## src/rtl/relu_stream_ctrl.sv

```systemverilog
// Run-length sequencer that pulls bound-domain words from upstream, applies saturating ReLU
// and presents the results through a registered valid/ready stage.
module relu_stream_ctrl #(
    parameter int unsigned BO_BW  = 8,
    parameter int unsigned ACT_BW = 8,
    parameter int unsigned CNT_BW = 16
) (
    input  logic              clk,
    input  logic              reset_n,
    input  logic              i_run,
    input  logic [CNT_BW-1:0] i_num_elem,
    output logic              o_idle,
    output logic              o_running,
    output logic              o_done,
    input  logic              i_valid,
    output logic              o_ready,
    input  logic [BO_BW-1:0]  i_bound_data,
    output logic              o_valid,
    input  logic              i_ready,
    output logic [ACT_BW-1:0] o_act_data,
    output logic [CNT_BW-1:0] o_neg_cnt
);

    typedef enum logic [1:0] {StIdle, StRun, StDone} state_e;

    // Largest value representable in the activation domain, widened so the compare cannot overflow.
    localparam logic [BO_BW:0] ActMax = (BO_BW + 1)'((64'd1 << ACT_BW) - 64'd1);

    state_e            state_q, state_d;
    logic [CNT_BW-1:0] num_q, num_d;
    logic [CNT_BW-1:0] in_cnt_q, in_cnt_d;
    logic [CNT_BW-1:0] out_cnt_q, out_cnt_d;
    logic [CNT_BW-1:0] neg_cnt_q, neg_cnt_d;
    logic              valid_q, valid_d;
    logic [ACT_BW-1:0] act_q, act_d;
    logic              in_hs, out_hs;

    function automatic logic [ACT_BW-1:0] relu(input logic [BO_BW-1:0] x);
        logic [BO_BW:0] ext;
        ext = {1'b0, x};
        if (x[BO_BW-1]) begin
            relu = '0;
        end else if (ext > ActMax) begin
            relu = '1;
        end else begin
            relu = x[ACT_BW-1:0];
        end
    endfunction

    assign o_ready   = (state_q == StRun) && (in_cnt_q < num_q) && (!valid_q || i_ready);
    assign in_hs     = i_valid && o_ready;
    assign out_hs    = valid_q && i_ready;
    assign o_idle    = (state_q == StIdle);
    assign o_running = (state_q == StRun);
    assign o_done    = (state_q == StDone);
    assign o_valid   = valid_q;
    assign o_act_data = act_q;
    assign o_neg_cnt = neg_cnt_q;

    always_comb begin
        state_d   = state_q;
        num_d     = num_q;
        in_cnt_d  = in_cnt_q;
        out_cnt_d = out_cnt_q;
        neg_cnt_d = neg_cnt_q;
        valid_d   = valid_q;
        act_d     = act_q;

        unique case (state_q)
            StIdle: begin
                if (i_run) begin
                    neg_cnt_d = '0;
                    if (i_num_elem != '0) begin
                        state_d   = StRun;
                        num_d     = i_num_elem;
                        in_cnt_d  = '0;
                        out_cnt_d = '0;
                    end else begin
                        state_d = StDone;
                    end
                end
            end
            StRun: begin
                if (in_hs) begin
                    in_cnt_d = in_cnt_q + 1'b1;
                    act_d    = relu(i_bound_data);
                    valid_d  = 1'b1;
                    if (i_bound_data[BO_BW-1]) begin
                        neg_cnt_d = neg_cnt_q + 1'b1;
                    end
                end else if (out_hs) begin
                    valid_d = 1'b0;
                end
                if (out_hs) begin
                    out_cnt_d = out_cnt_q + 1'b1;
                    if (out_cnt_q == num_q - 1'b1) begin
                        state_d = StDone;
                    end
                end
            end
            StDone: begin
                state_d = StIdle;
            end
            default: begin
                state_d = StIdle;
            end
        endcase
    end

    always_ff @(posedge clk or negedge reset_n) begin
        if (!reset_n) begin
            state_q   <= StIdle;
            num_q     <= '0;
            in_cnt_q  <= '0;
            out_cnt_q <= '0;
            neg_cnt_q <= '0;
            valid_q   <= 1'b0;
            act_q     <= '0;
        end else begin
            state_q   <= state_d;
            num_q     <= num_d;
            in_cnt_q  <= in_cnt_d;
            out_cnt_q <= out_cnt_d;
            neg_cnt_q <= neg_cnt_d;
            valid_q   <= valid_d;
            act_q     <= act_d;
        end
    end

endmodule

```

## config.mk

```make
export PLATFORM = sky130hd
export DESIGN_NAME = relu_stream_ctrl
export DESIGN_NICKNAME = d
export VERILOG_FILES = /design/src/rtl/relu_stream_ctrl.sv
export SDC_FILE = /design/constraint.sdc
export NUM_CORES = 1
export LEC_CHECK = 0
export CAP_MARGIN = 20
export CORE_ASPECT_RATIO = 0.75
export CORE_MARGIN = 4
export CORE_UTILIZATION = 55
export DETAILED_ROUTE_END_ITERATION = 8
export DONT_BUFFER_PORTS = 1
export PLACE_DENSITY = 0.78
export SYNTH_ARGS = -nofsm -noshare
export SYNTH_HDL_FRONTEND = slang
export SYNTH_SLANG_ARGS = --single-unit
```

## constraint.sdc

```tcl
create_clock -name clk -period 3.9 [get_ports clk]
set_clock_uncertainty 0.2 [all_clocks]
set_input_delay 0.39 -clock clk [delete_from_list [all_inputs] [get_ports clk]]
set_output_delay 0.39 -clock clk [all_outputs]
set_load 0.01 [all_outputs]
```

==> results.yml <==
global_route:
  antenna_found_initial: 0
  grt_max_degree: 75
  grt-ovfl-total: 0
  grt_pass1_wl_um: 19100
  grt_pass1_vias: 3879
  grt_usage: 0.247
power:
  p_total_uw: 2060
  power.leakage_uw: 0.00218
  seqPwrFrac: 0.492
  power_density_nw_per_um2: 403
  p_switching_uw: 664
  swShare: 0.322
  combinationalPowerShare: 0.185
  clkPwrFrac: 0.323
  vdd_ir_drop_max_mv: 0.268
  p_int_uw: 1400
setup_path:
  slowest_stage: "a2111oi_1"
  startpoint_type: "flop"
  r2r_slack_ps: 340
  r2r_end: "state_q[1]$_DFFE_PN0P_"
  crit_type: "reg -> reg"
  cp_max_fo: 6
  worst-endpoint-required_ps: 3980
  reg2reg_depth: 9
  path_delay_family: "simple AND/OR/NAND/NOR gates"
  crit_chain: "inv_1 > ha_1 > or4b_1 > nor3_1 > o211ai_2 > a2111oi_1 > nand4_1 > or4_1 > a21oi_1"
  cpPeakStageDelay_ps: 600
  end_kind: "flop"
  endpoint: "state_q[1]$_DFFE_PN0P_"
  cp_data_arrival_time_ps: 3640
  critPathBufInv: 1
  setup.worst_path.start: "num_q[0]$_DFFE_PN0P_"
  crit_cells: 9
  reg2reg_from: "num_q[0]$_DFFE_PN0P_"
logic_synthesis:
  postSynthAreaPerCell_um2: 9.06
  synth-seq-cells: 74
  syn_area_um2: 4460
  synth_ff_type: "dfrtp_1"
  ys_seq_area_frac: 0.415
  ys_warn_count: 0
  synth_edf_count: 0
  synth_cell_type_count: 60
  ys_async_sr_fraction: 1.00
  syn-num-nets: 540
  synthCells: 492
worst_hold_path:
  hold_path.class: "in -> reg"
sta:
  finalCritPeriodShare: 0.913
  slew_headroom: 0.412
  hold_violations: 0
  drv_slew: 0
  worst_pin_slew_ps: 879
  max_freq_mhz: 281
  setup_viol: 0
  grt_setup_unrepaired: "no"
  fin_tns_setup_ps: 0
  period_minus_slack_ps: 3560
layout:
  register_area_um2: 1850
  n_fill_cell: 597
  layout-drive-gt1-share: 0.0722
  antennaDiodeCount: 0
  instances_no_fill: 631
  finalNetCount: 569
  multiInputGateArea_um2: 2440
  areaGrowthSynthToFinish_pct: 14.8
die:
  core_area_um2: 7880
  chipWidth_um: 112
  die_h_um: 86.0
  die-area_um2: 9630
  pin_count: 58
  rows: 28
  initial_core_util: 0.566
place:
  place_congestion: 0.888
  post-place-cells: 582
  dp.final_hpwl_um: 7910
  port_buffers: 0
routing:
  detail-route-antenna-nets: 0
  vias_per_cell: 6.17
  drcViolationCount: 0
  vias: 3895
  detailedRoute.firstPassIterationCount: 5
  drtIter0Drc: 249
  wirelength_um: 11300
  post_drt_wl_per_cell_um: 17.9
outcome:
  status: "completed"
cts:
  cts_buffer_depth: 2
  cts_tree: "done"
  clock_sinks: 74
  clkSlewWorstSetupHoldPaths_ps: 80
  htree_levels: 3
  cts-root-buf: "clkbuf_8"
  cts_made_buffers: 9
  cts_setup_buffers: 0
  clock_latency_ps: 360
job:
  cap_violations: 0
==> layer usage <==
layer	GRT usage	part of all wire	up-vias	wire, µm
li1	-	-	1820	-
met1	0.324	0.43	1864	4850
met2	0.400	0.47	168	5270
met3	0.0501	0.063	43	713
met4	0.115	0.038	0	428
met5	0	0	-	0
==> sequential cells by signal, indices dropped and copies added (netlist names) <==
name	count
in_cnt_q	16
o_valid	1
state_q	2
num_q	16
out_cnt_q	16
o_neg_cnt	16
o_act_data	7
==> power groups by stage <==
stage               logic, µW  registers (µW)  clock network (µW)
floorplan                 283             981                   0
global placement          318            1020                   0
detailed placement        338            1030                   0
CTS                       383            1010                 681
global route              440            1030                 711
finish                    383            1020                 666
==> cells by family (layout without fill, tap and decap cells) <==
kind of cell / count (synthesis) / in the layout / share of synthesized area
buffers and inverters: 43 / 77 / 0.0393
multiplexers: 6 / 6 / 0.0135
AND/OR/NAND/NOR: 218 / 218 / 0.262
other: 1 / 1 / 0.000841
adder cells (fa/ha/maj): 19 / 19 / 0.0533
XOR/XNOR: 45 / 45 / 0.0884
AO/OA/AOI/OAI: 86 / 86 / 0.127
flip-flops: 74 / 74 / 0.415
==> final cells by class <==
type / instances / share of cell area
clock buffers: 9 / 0.0242
multi-input cells: 375 / 0.477
inverters: 22 / 0.0161
flip-flops and latches: 74 / 0.362
clock inverters: 7 / 0.0183
well taps: 105 / 0.0257
repair buffers: 39 / 0.0767
==> synthesized netlist by cell type (all sizes together), types with 2 or more instances <==
master	n	area, µm²
dfrtp	74	1850
nand2	57	214
nor2	41	154
xnor2	30	263
nand3	26	135
o21ai	26	130
inv	22	82.6
a21oi	19	98.9
ha	19	238
or4	18	146
clkbuf	17	65.1
xor2	15	131
o31ai	13	97.6
nor3	12	60.1
nand4	11	68.8
nor4	11	83.8
and3	10	62.6
nand3b	8	60.1
mux2i	6	60.1
o211ai	6	50.1
a21o	4	30.0
and2	4	25.0
buf	4	27.5
nand2b	4	25.0
a31oi	3	18.8
and4	3	26.3
nor2b	3	18.8
nor4b	3	32.5
nor3b	2	15.0
o21a	2	15.0
o41ai	2	25.0
or4b	2	20.0
==> worst min path at each step <==
| stage | from | end | slack, ps | depth (start not counted) |
|---|---|---|---|---|
| floorplan | reset_n | in_cnt_q[0]$_DFFE_PN0P_ | -110 | 0 |
| global placement | reset_n | o_neg_cnt[8]$_DFFE_PN0P_ | -100 | 0 |
| detailed placement | reset_n | o_neg_cnt[10]$_DFFE_PN0P_ | -100 | 0 |
| CTS | i_bound_data[7] | o_act_data[1]$_DFFE_PN0P_ | 2 | 2 |
| global route | i_run | state_q[0]$_DFFE_PN0P_ | 40 | 2 |
| finish | i_run | state_q[0]$_DFFE_PN0P_ | 20 | 2 |
==> through the flow <==
step,hold slack [ps],setup WS (ps),utilization,instance area [µm²]
6_report,22.4,340,0.650,5120
3_5_place_dp,-102,463,0.578,4560
2_1_floorplan,-106,1050,-,4460
4_1_cts,1.69,385,0.648,5110
5_1_grt,44.6,194,0.650,5120
3_3_place_gp,-102,521,0.578,4560
==> layout by cell type (no fill, tap or decap), drive strengths merged, types with 10 or more instances in the layout <==
master | synthesis | final
dfrtp | 74 | 74
nand2 | 57 | 57
nor2 | 41 | 41
dlygate4sd3 | 0 | 32
xnor2 | 30 | 30
nand3 | 26 | 26
o21ai | 26 | 26
inv | 22 | 22
ha | 19 | 19
a21oi | 19 | 19
or4 | 18 | 18
xor2 | 15 | 15
o31ai | 13 | 13
nor3 | 12 | 12
nand4 | 11 | 11
nor4 | 11 | 11
and3 | 10 | 10
==> repair_timing <==
item | CTS | global route
hold endpoints to repair | 98 | 1
gates resized for setup | 0 | 0
hold buffers | 32 | 1
No activity file was read; power rests on OpenSTA's default activity.
